## src/rtl/sram_march_bist.sv

```systemverilog
// -----------------------------------------------------------------------------
// sram_march_bist
//   March C- self-test controller for a single-port SRAM. While busy it owns
//   the SRAM write enable, address and write data, walks every address through
//   six march elements and checks every read against the expected background.
//   The first mismatch ends the test and its address/element are latched.
//
//   Elements: M0 up(w0)  M1 up(r0,w1)  M2 up(r1,w0)
//             M3 down(r0,w1)  M4 down(r1,w0)  M5 up(r0)
//
// Ports
//   clk        clock, all logic on posedge
//   rst        synchronous active-high reset
//   start      begin a test (only honoured in IDLE or DONE)
//   busy       high while the test is running
//   done       one-cycle pulse when the test ends
//   pass       result, valid from done until the next start/rst
//   fail_addr  address of the first mismatch (0 on pass)
//   fail_elem  march element of the first mismatch (0 on pass)
//   mem_wren   SRAM write enable
//   mem_addr   SRAM address
//   mem_din    SRAM write data
//   mem_dout   SRAM read data, valid RD_LAT cycles after the read is issued
// -----------------------------------------------------------------------------
module sram_march_bist #(
    parameter int ADDR_W = 4,
    parameter int DATA_W = 8,
    parameter int RD_LAT = 1
) (
    input  logic              clk,
    input  logic              rst,
    input  logic              start,
    output logic              busy,
    output logic              done,
    output logic              pass,
    output logic [ADDR_W-1:0] fail_addr,
    output logic [2:0]        fail_elem,
    output logic              mem_wren,
    output logic [ADDR_W-1:0] mem_addr,
    output logic [DATA_W-1:0] mem_din,
    input  logic [DATA_W-1:0] mem_dout
);

    typedef enum logic [2:0] {
        S_IDLE, S_WRITE, S_RD_ISSUE, S_RD_WAIT, S_RD_CMP, S_DONE
    } state_t;

    localparam logic [ADDR_W-1:0] ADDR_MAX  = {ADDR_W{1'b1}};
    localparam logic [ADDR_W-1:0] ADDR_ONE  = ADDR_W'(1);
    localparam logic [2:0]        LAST_ELEM = 3'd5;
    localparam int                WAIT_W    = (RD_LAT > 2) ? $clog2(RD_LAT) : 1;
    localparam logic [WAIT_W-1:0] WAIT_LAST = WAIT_W'((RD_LAT > 1) ? RD_LAT - 2 : 0);

    // M3 and M4 sweep downwards, all other elements upwards.
    function automatic logic elem_down(input logic [2:0] e);
        return (e == 3'd3) || (e == 3'd4);
    endfunction

    // M0 is a lone write, M5 a lone read; M1..M4 are read (op 0) then write (op 1).
    function automatic logic op_is_read(input logic [2:0] e, input logic op);
        case (e)
            3'd0:    return 1'b0;
            3'd5:    return 1'b1;
            default: return !op;
        endcase
    endfunction

    function automatic logic op_is_last(input logic [2:0] e, input logic op);
        return (e == 3'd0) || (e == LAST_ELEM) || op;
    endfunction

    // Background bit for the current op: M1/M3 read 0 then write 1,
    // M2/M4 read 1 then write 0, M0/M5 use 0.
    function automatic logic op_pattern(input logic [2:0] e, input logic op);
        case (e)
            3'd1, 3'd3: return op;
            3'd2, 3'd4: return !op;
            default:    return 1'b0;
        endcase
    endfunction

    state_t              state, state_n;
    logic [2:0]          elem, elem_n;
    logic                op, op_n;
    logic [ADDR_W-1:0]   addr, addr_n;
    logic [WAIT_W-1:0]   wait_cnt, wait_n;
    logic                cur_pat;
    logic                start_ok;
    logic                cmp_fail;
    logic                advance;
    logic                test_end;

    // State register plus sequence counters and latched result.
    always_ff @(posedge clk) begin
        if (rst) begin
            state     <= S_IDLE;
            elem      <= '0;
            op        <= 1'b0;
            addr      <= '0;
            wait_cnt  <= '0;
            done      <= 1'b0;
            pass      <= 1'b0;
            fail_addr <= '0;
            fail_elem <= '0;
        end else begin
            // NOTE: non-blocking assignments so every register samples the
            // pre-edge values regardless of statement order.
            state    <= state_n;
            elem     <= elem_n;
            op       <= op_n;
            addr     <= addr_n;
            wait_cnt <= wait_n;
            done     <= busy && (state_n == S_DONE);
            if (start_ok) begin
                pass      <= 1'b0;
                fail_addr <= '0;
                fail_elem <= '0;
            end else if (cmp_fail) begin
                pass      <= 1'b0;
                fail_addr <= addr;
                fail_elem <= elem;
            end else if (busy && state_n == S_DONE) begin
                pass <= 1'b1;
            end
        end
    end

    // Next-state and counter sequencing.
    always_comb begin
        // NOTE: every variable gets a default first so no path infers a latch.
        state_n  = state;
        elem_n   = elem;
        op_n     = op;
        addr_n   = addr;
        wait_n   = wait_cnt;
        start_ok = 1'b0;
        cmp_fail = 1'b0;
        advance  = 1'b0;
        test_end = 1'b0;
        cur_pat  = op_pattern(elem, op);

        case (state)
            S_IDLE, S_DONE: begin
                if (start) begin
                    start_ok = 1'b1;
                    state_n  = S_WRITE;
                    elem_n   = '0;
                    op_n     = 1'b0;
                    addr_n   = '0;
                end
            end
            S_WRITE:    advance = 1'b1;
            S_RD_ISSUE: begin
                wait_n  = '0;
                state_n = (RD_LAT == 1) ? S_RD_CMP : S_RD_WAIT;
            end
            S_RD_WAIT: begin
                if (wait_cnt == WAIT_LAST) state_n = S_RD_CMP;
                else                       wait_n  = wait_cnt + WAIT_W'(1);
            end
            S_RD_CMP: begin
                // Case inequality so X/Z on the read data counts as a fault.
                if (mem_dout !== {DATA_W{cur_pat}}) begin
                    cmp_fail = 1'b1;
                    state_n  = S_DONE;
                end else begin
                    advance = 1'b1;
                end
            end
            default: state_n = S_IDLE;
        endcase

        if (advance) begin
            if (!op_is_last(elem, op)) begin
                op_n = 1'b1;
            end else begin
                op_n = 1'b0;
                if (addr != (elem_down(elem) ? '0 : ADDR_MAX)) begin
                    addr_n = elem_down(elem) ? addr - ADDR_ONE : addr + ADDR_ONE;
                end else if (elem == LAST_ELEM) begin
                    test_end = 1'b1;
                end else begin
                    // Element boundary: the next sweep starts from its own end.
                    elem_n = elem + 3'd1;
                    addr_n = elem_down(elem + 3'd1) ? ADDR_MAX : '0;
                end
            end
            if (test_end)                     state_n = S_DONE;
            else if (op_is_read(elem_n, op_n)) state_n = S_RD_ISSUE;
            else                              state_n = S_WRITE;
        end
    end

    // Outputs decoded from the current state.
    always_comb begin
        busy     = (state != S_IDLE) && (state != S_DONE);
        mem_wren = (state == S_WRITE);
        mem_addr = addr;
        mem_din  = (state == S_WRITE) ? {DATA_W{cur_pat}} : '0;
    end

endmodule
```

## config.mk

```make
export PLATFORM = sky130hd
export DESIGN_NAME = sram_march_bist
export DESIGN_NICKNAME = d
export VERILOG_FILES = /design/src/rtl/sram_march_bist.sv
export SDC_FILE = /design/constraint.sdc
export NUM_CORES = 1
export LEC_CHECK = 0
export BUFFER_PORTS_ARGS = -buffer_cell sky130_fd_sc_hd__buf_2
export CORE_ASPECT_RATIO = 2
export CORE_MARGIN = 2
export CORE_UTILIZATION = 50
export DETAILED_ROUTE_END_ITERATION = 10
export GPL_ROUTABILITY_DRIVEN = 0
export GPL_TIMING_DRIVEN = 0
export PLACE_DENSITY = 0.75
export RECOVER_POWER = 50
export SLEW_MARGIN = 20
export SYNTH_ARGS = -nofsm -noshare
export SYNTH_HDL_FRONTEND = slang
export SYNTH_SLANG_ARGS = --single-unit
```

## constraint.sdc

```tcl
create_clock -name clk -period 6.9 [get_ports clk]
set_clock_uncertainty 0.2 [all_clocks]
set_input_delay 1.725 -clock clk [delete_from_list [all_inputs] [get_ports clk]]
set_output_delay 1.725 -clock clk [all_outputs]
set_load 0.02 [all_outputs]
```

==> flow_summary.json <==
{
  "status": "finished, final reports clean",
  "dominantRegCellSynth": "dfxtp_1",
  "vdd_drop_max_v": 0.00008786,
  "seq_area_sq_um": 400.4,
  "hold_depth": 2,
  "avgSynthCellArea_sq_um": 8.736,
  "setup_violations": 0,
  "critPathCaptureType": "output port",
  "rsz0062_at_grt": "no",
  "wl_met2_mm": 1.939,
  "synthesis.nets": 188,
  "dr.pass1.iters": 4,
  "synthArstFlopShare": 0,
  "cts_root_buffer": "clkbuf_8",
  "grt_overflow": 0,
  "top_level_ports": 34,
  "critPathRequiredTime_ps": 4970,
  "cts_tree": "done",
  "grt_max_degree": 13,
  "cts_buffers": 3,
  "dp_hpwl_mm": 2.771,
  "dr_wl_met3_microns": 163,
  "cts_hold_buf": 0,
  "worstMarginPinSlew_ps": 1045,
  "slew_headroom": 0.2852,
  "synth_seq_cells": 20,
  "synth.most_common_cell": "nor2_1",
  "powerDensity_nw_per_um2": 154.4,
  "numPortBuffers": 33,
  "hp-class": "flop to flop",
  "finalHoldViolations": 0,
  "yosys_warnings": 0,
  "dieArea_sq_um": 3392,
  "pre_cts_ws_ps": 2823,
  "wl_met1_mm": 1.340,
  "num-fill-cells": 250,
  "design.core.area_sq_um": 2770,
  "avgViaCountPerCell": 6.090,
  "synth-seq-area-share": 0.2744,
  "htree_levels": 1,
  "die_x_microns": 42.20,
  "drc": 0,
  "synth_cells": 167,
  "setup_tns_ps": 0,
  "grt_first_pass_wirelength_mm": 5.802,
  "drive_above_1_share": 0.1912,
  "min_period_over_period": 0.6215,
  "routedWlPerCell_microns": 15.37,
  "yosysTopAreaCell": "dfxtp_1",
  "slew_violations": 0,
  "diodes": 0,
  "startpoint_type": "flop",
  "track_usage": 0.2185,
  "fin_crit_ps": 4289,
  "finalNetCount": 226,
  "vias": 1419,
  "multi_input_area_sq_um": 912.1,
  "post-cts-setup-buffer-count": 0,
  "synth_area_sq_um": 1459,
  "path_max_fanout": 8,
  "r2r_cells": 10,
  "cts_resized": 0,
  "leakage_uw": 0.0008131,
  "synth_top_area_share": 0.2744,
  "clock-sinks": 20,
  "drtIter0Drc": 28,
  "syn_to_final_growth_pct": 15.01,
  "synth_area_leaders": "dfxtp_1 27%, ha_1 7.7%, nor2_1 5.7%, mux2i_1 5.5%, buf_4 3.6%",
  "drtAntennaViolNets": 0,
  "antenna_found_initial": 0,
  "die_h_microns": 80.39,
  "clkLatencyLatePin_ps": 260,
  "grt_pass1_vias": 1365,
  "cts_max_path_buffers": 2,
  "rows": 27,
  "path_clk_slew_ps": 80,
  "fmax_mhz": 233.2,
  "critical_path_class": "flop to output port",
  "start_util": 0.5266,
  "fin_ws_ps": 2611,
  "netlist_top_cells_count": "22 x nor2_1, 20 x dfxtp_1, 12 x inv_1, 9 x ha_1, 9 x nor3_1",
  "synth-edff-count": 0,
  "worstPathArrival_ps": 2360,
  "dr.max_layer_used": "met4",
  "maxCapViolCount": 0,
  "ys_types": 49,
  "wl_mm": 3.581
}
==> layout make-up <==
type,count,share of cell area
flip-flops and latches,20,0.2386
inverters,12,0.02685
well taps,29,0.02163
repair buffers,33,0.08799
multi-input cells,125,0.5436
clock buffers,3,0.02461
plain buffers,10,0.03878
clock inverters,1,0.01790
==> per-stage QoR <==
| stage | utilization | cells | hold slack, ps | total power, uW | area (sq um) |
|---|---|---|---|---|---|
| 2_1_floorplan | - | 167 | 355.5 | 134.2 | 1459 |
| 3_3_place_gp | 0.5994 | 229 | 272.1 | 141.7 | 1660 |
| 3_5_place_dp | 0.5994 | 229 | 289.6 | 142.5 | 1660 |
| 4_1_cts | 0.6251 | 233 | 311.3 | 259.0 | 1732 |
| 5_1_grt | 0.6057 | 233 | 340.6 | 266.5 | 1678 |
| 6_report | 0.6057 | 233 | 305.8 | 259.1 | 1678 |
==> worst paths after layout <==
path | from | to | slack [ps]
setup / recovery | elem[0] | mem_din[7] | 2610
hold / removal | fail_addr[3] | fail_addr[3] | 310
setup reg to reg | elem[0] | state[0] | 2940
hold reg to reg | fail_addr[3] | fail_addr[3] | 310
==> cells by family after synthesis <==
kind of cell,count (synthesis),synth area share
AOI/OAI and AO/OA,34,0.2007
DFF,20,0.2744
adders and majority gates,10,0.09091
buffers and inverters,22,0.07547
and+or+nand+nor,65,0.2358
muxes,13,0.1046
xor gates and xnor gates,3,0.01801
==> routing by layer <==
metal  global-route usage  vias up
met1               0.2147      672
met3              0.02022       15
met5                    0        -
met2               0.4277       57
met4               0.1156        0
li1                     -      675
==> critical path, stage by stage, from the launching register on <==
cell,delay [ps]
dfxtp_1,410
inv_1,210
ha_1,200
nor2b_1,220
a211oi_2,90
nor3_1,600
buf_4,210
buf_2,150
==> cell usage in the layout, fill, tap and decap left out, types with 2 or more instances in the layout <==
cell and count:
nor3_1 9, clkbuf_8 3, nor2b_1 2, nand3_1 6
mux2i_1 9, ha_1 9, and3_1 2, xnor2_1 3
buf_2 20, nand2_1 6, buf_4 7, inv_1 12
a32o_1 4, a21oi_1 8, or4_1 2, o21ai_0 6
nand4_1 3, dfxtp_1 20, mux2_4 2, clkbuf_1 16
nor2_1 22, and2_1 2, or3_1 2, o211ai_1 3
==> sequential cells by signal, summed over array words and instances, names as in the netlist <==
name	flops
state	3
fail_elem	3
fail_addr	4
elem	3
op	1
mem_addr	4
done	1
pass	1
==> where the power goes <==
group | leakage (uW) | internal [uW] | switching, uW
combinational | 0.000616 | 7.27 | 13.7
sequential | 0.000162 | 116 | 2.10
clock | 0.0000357 | 77.5 | 42.0
Note: power is estimated with default switching activity, not from simulation.
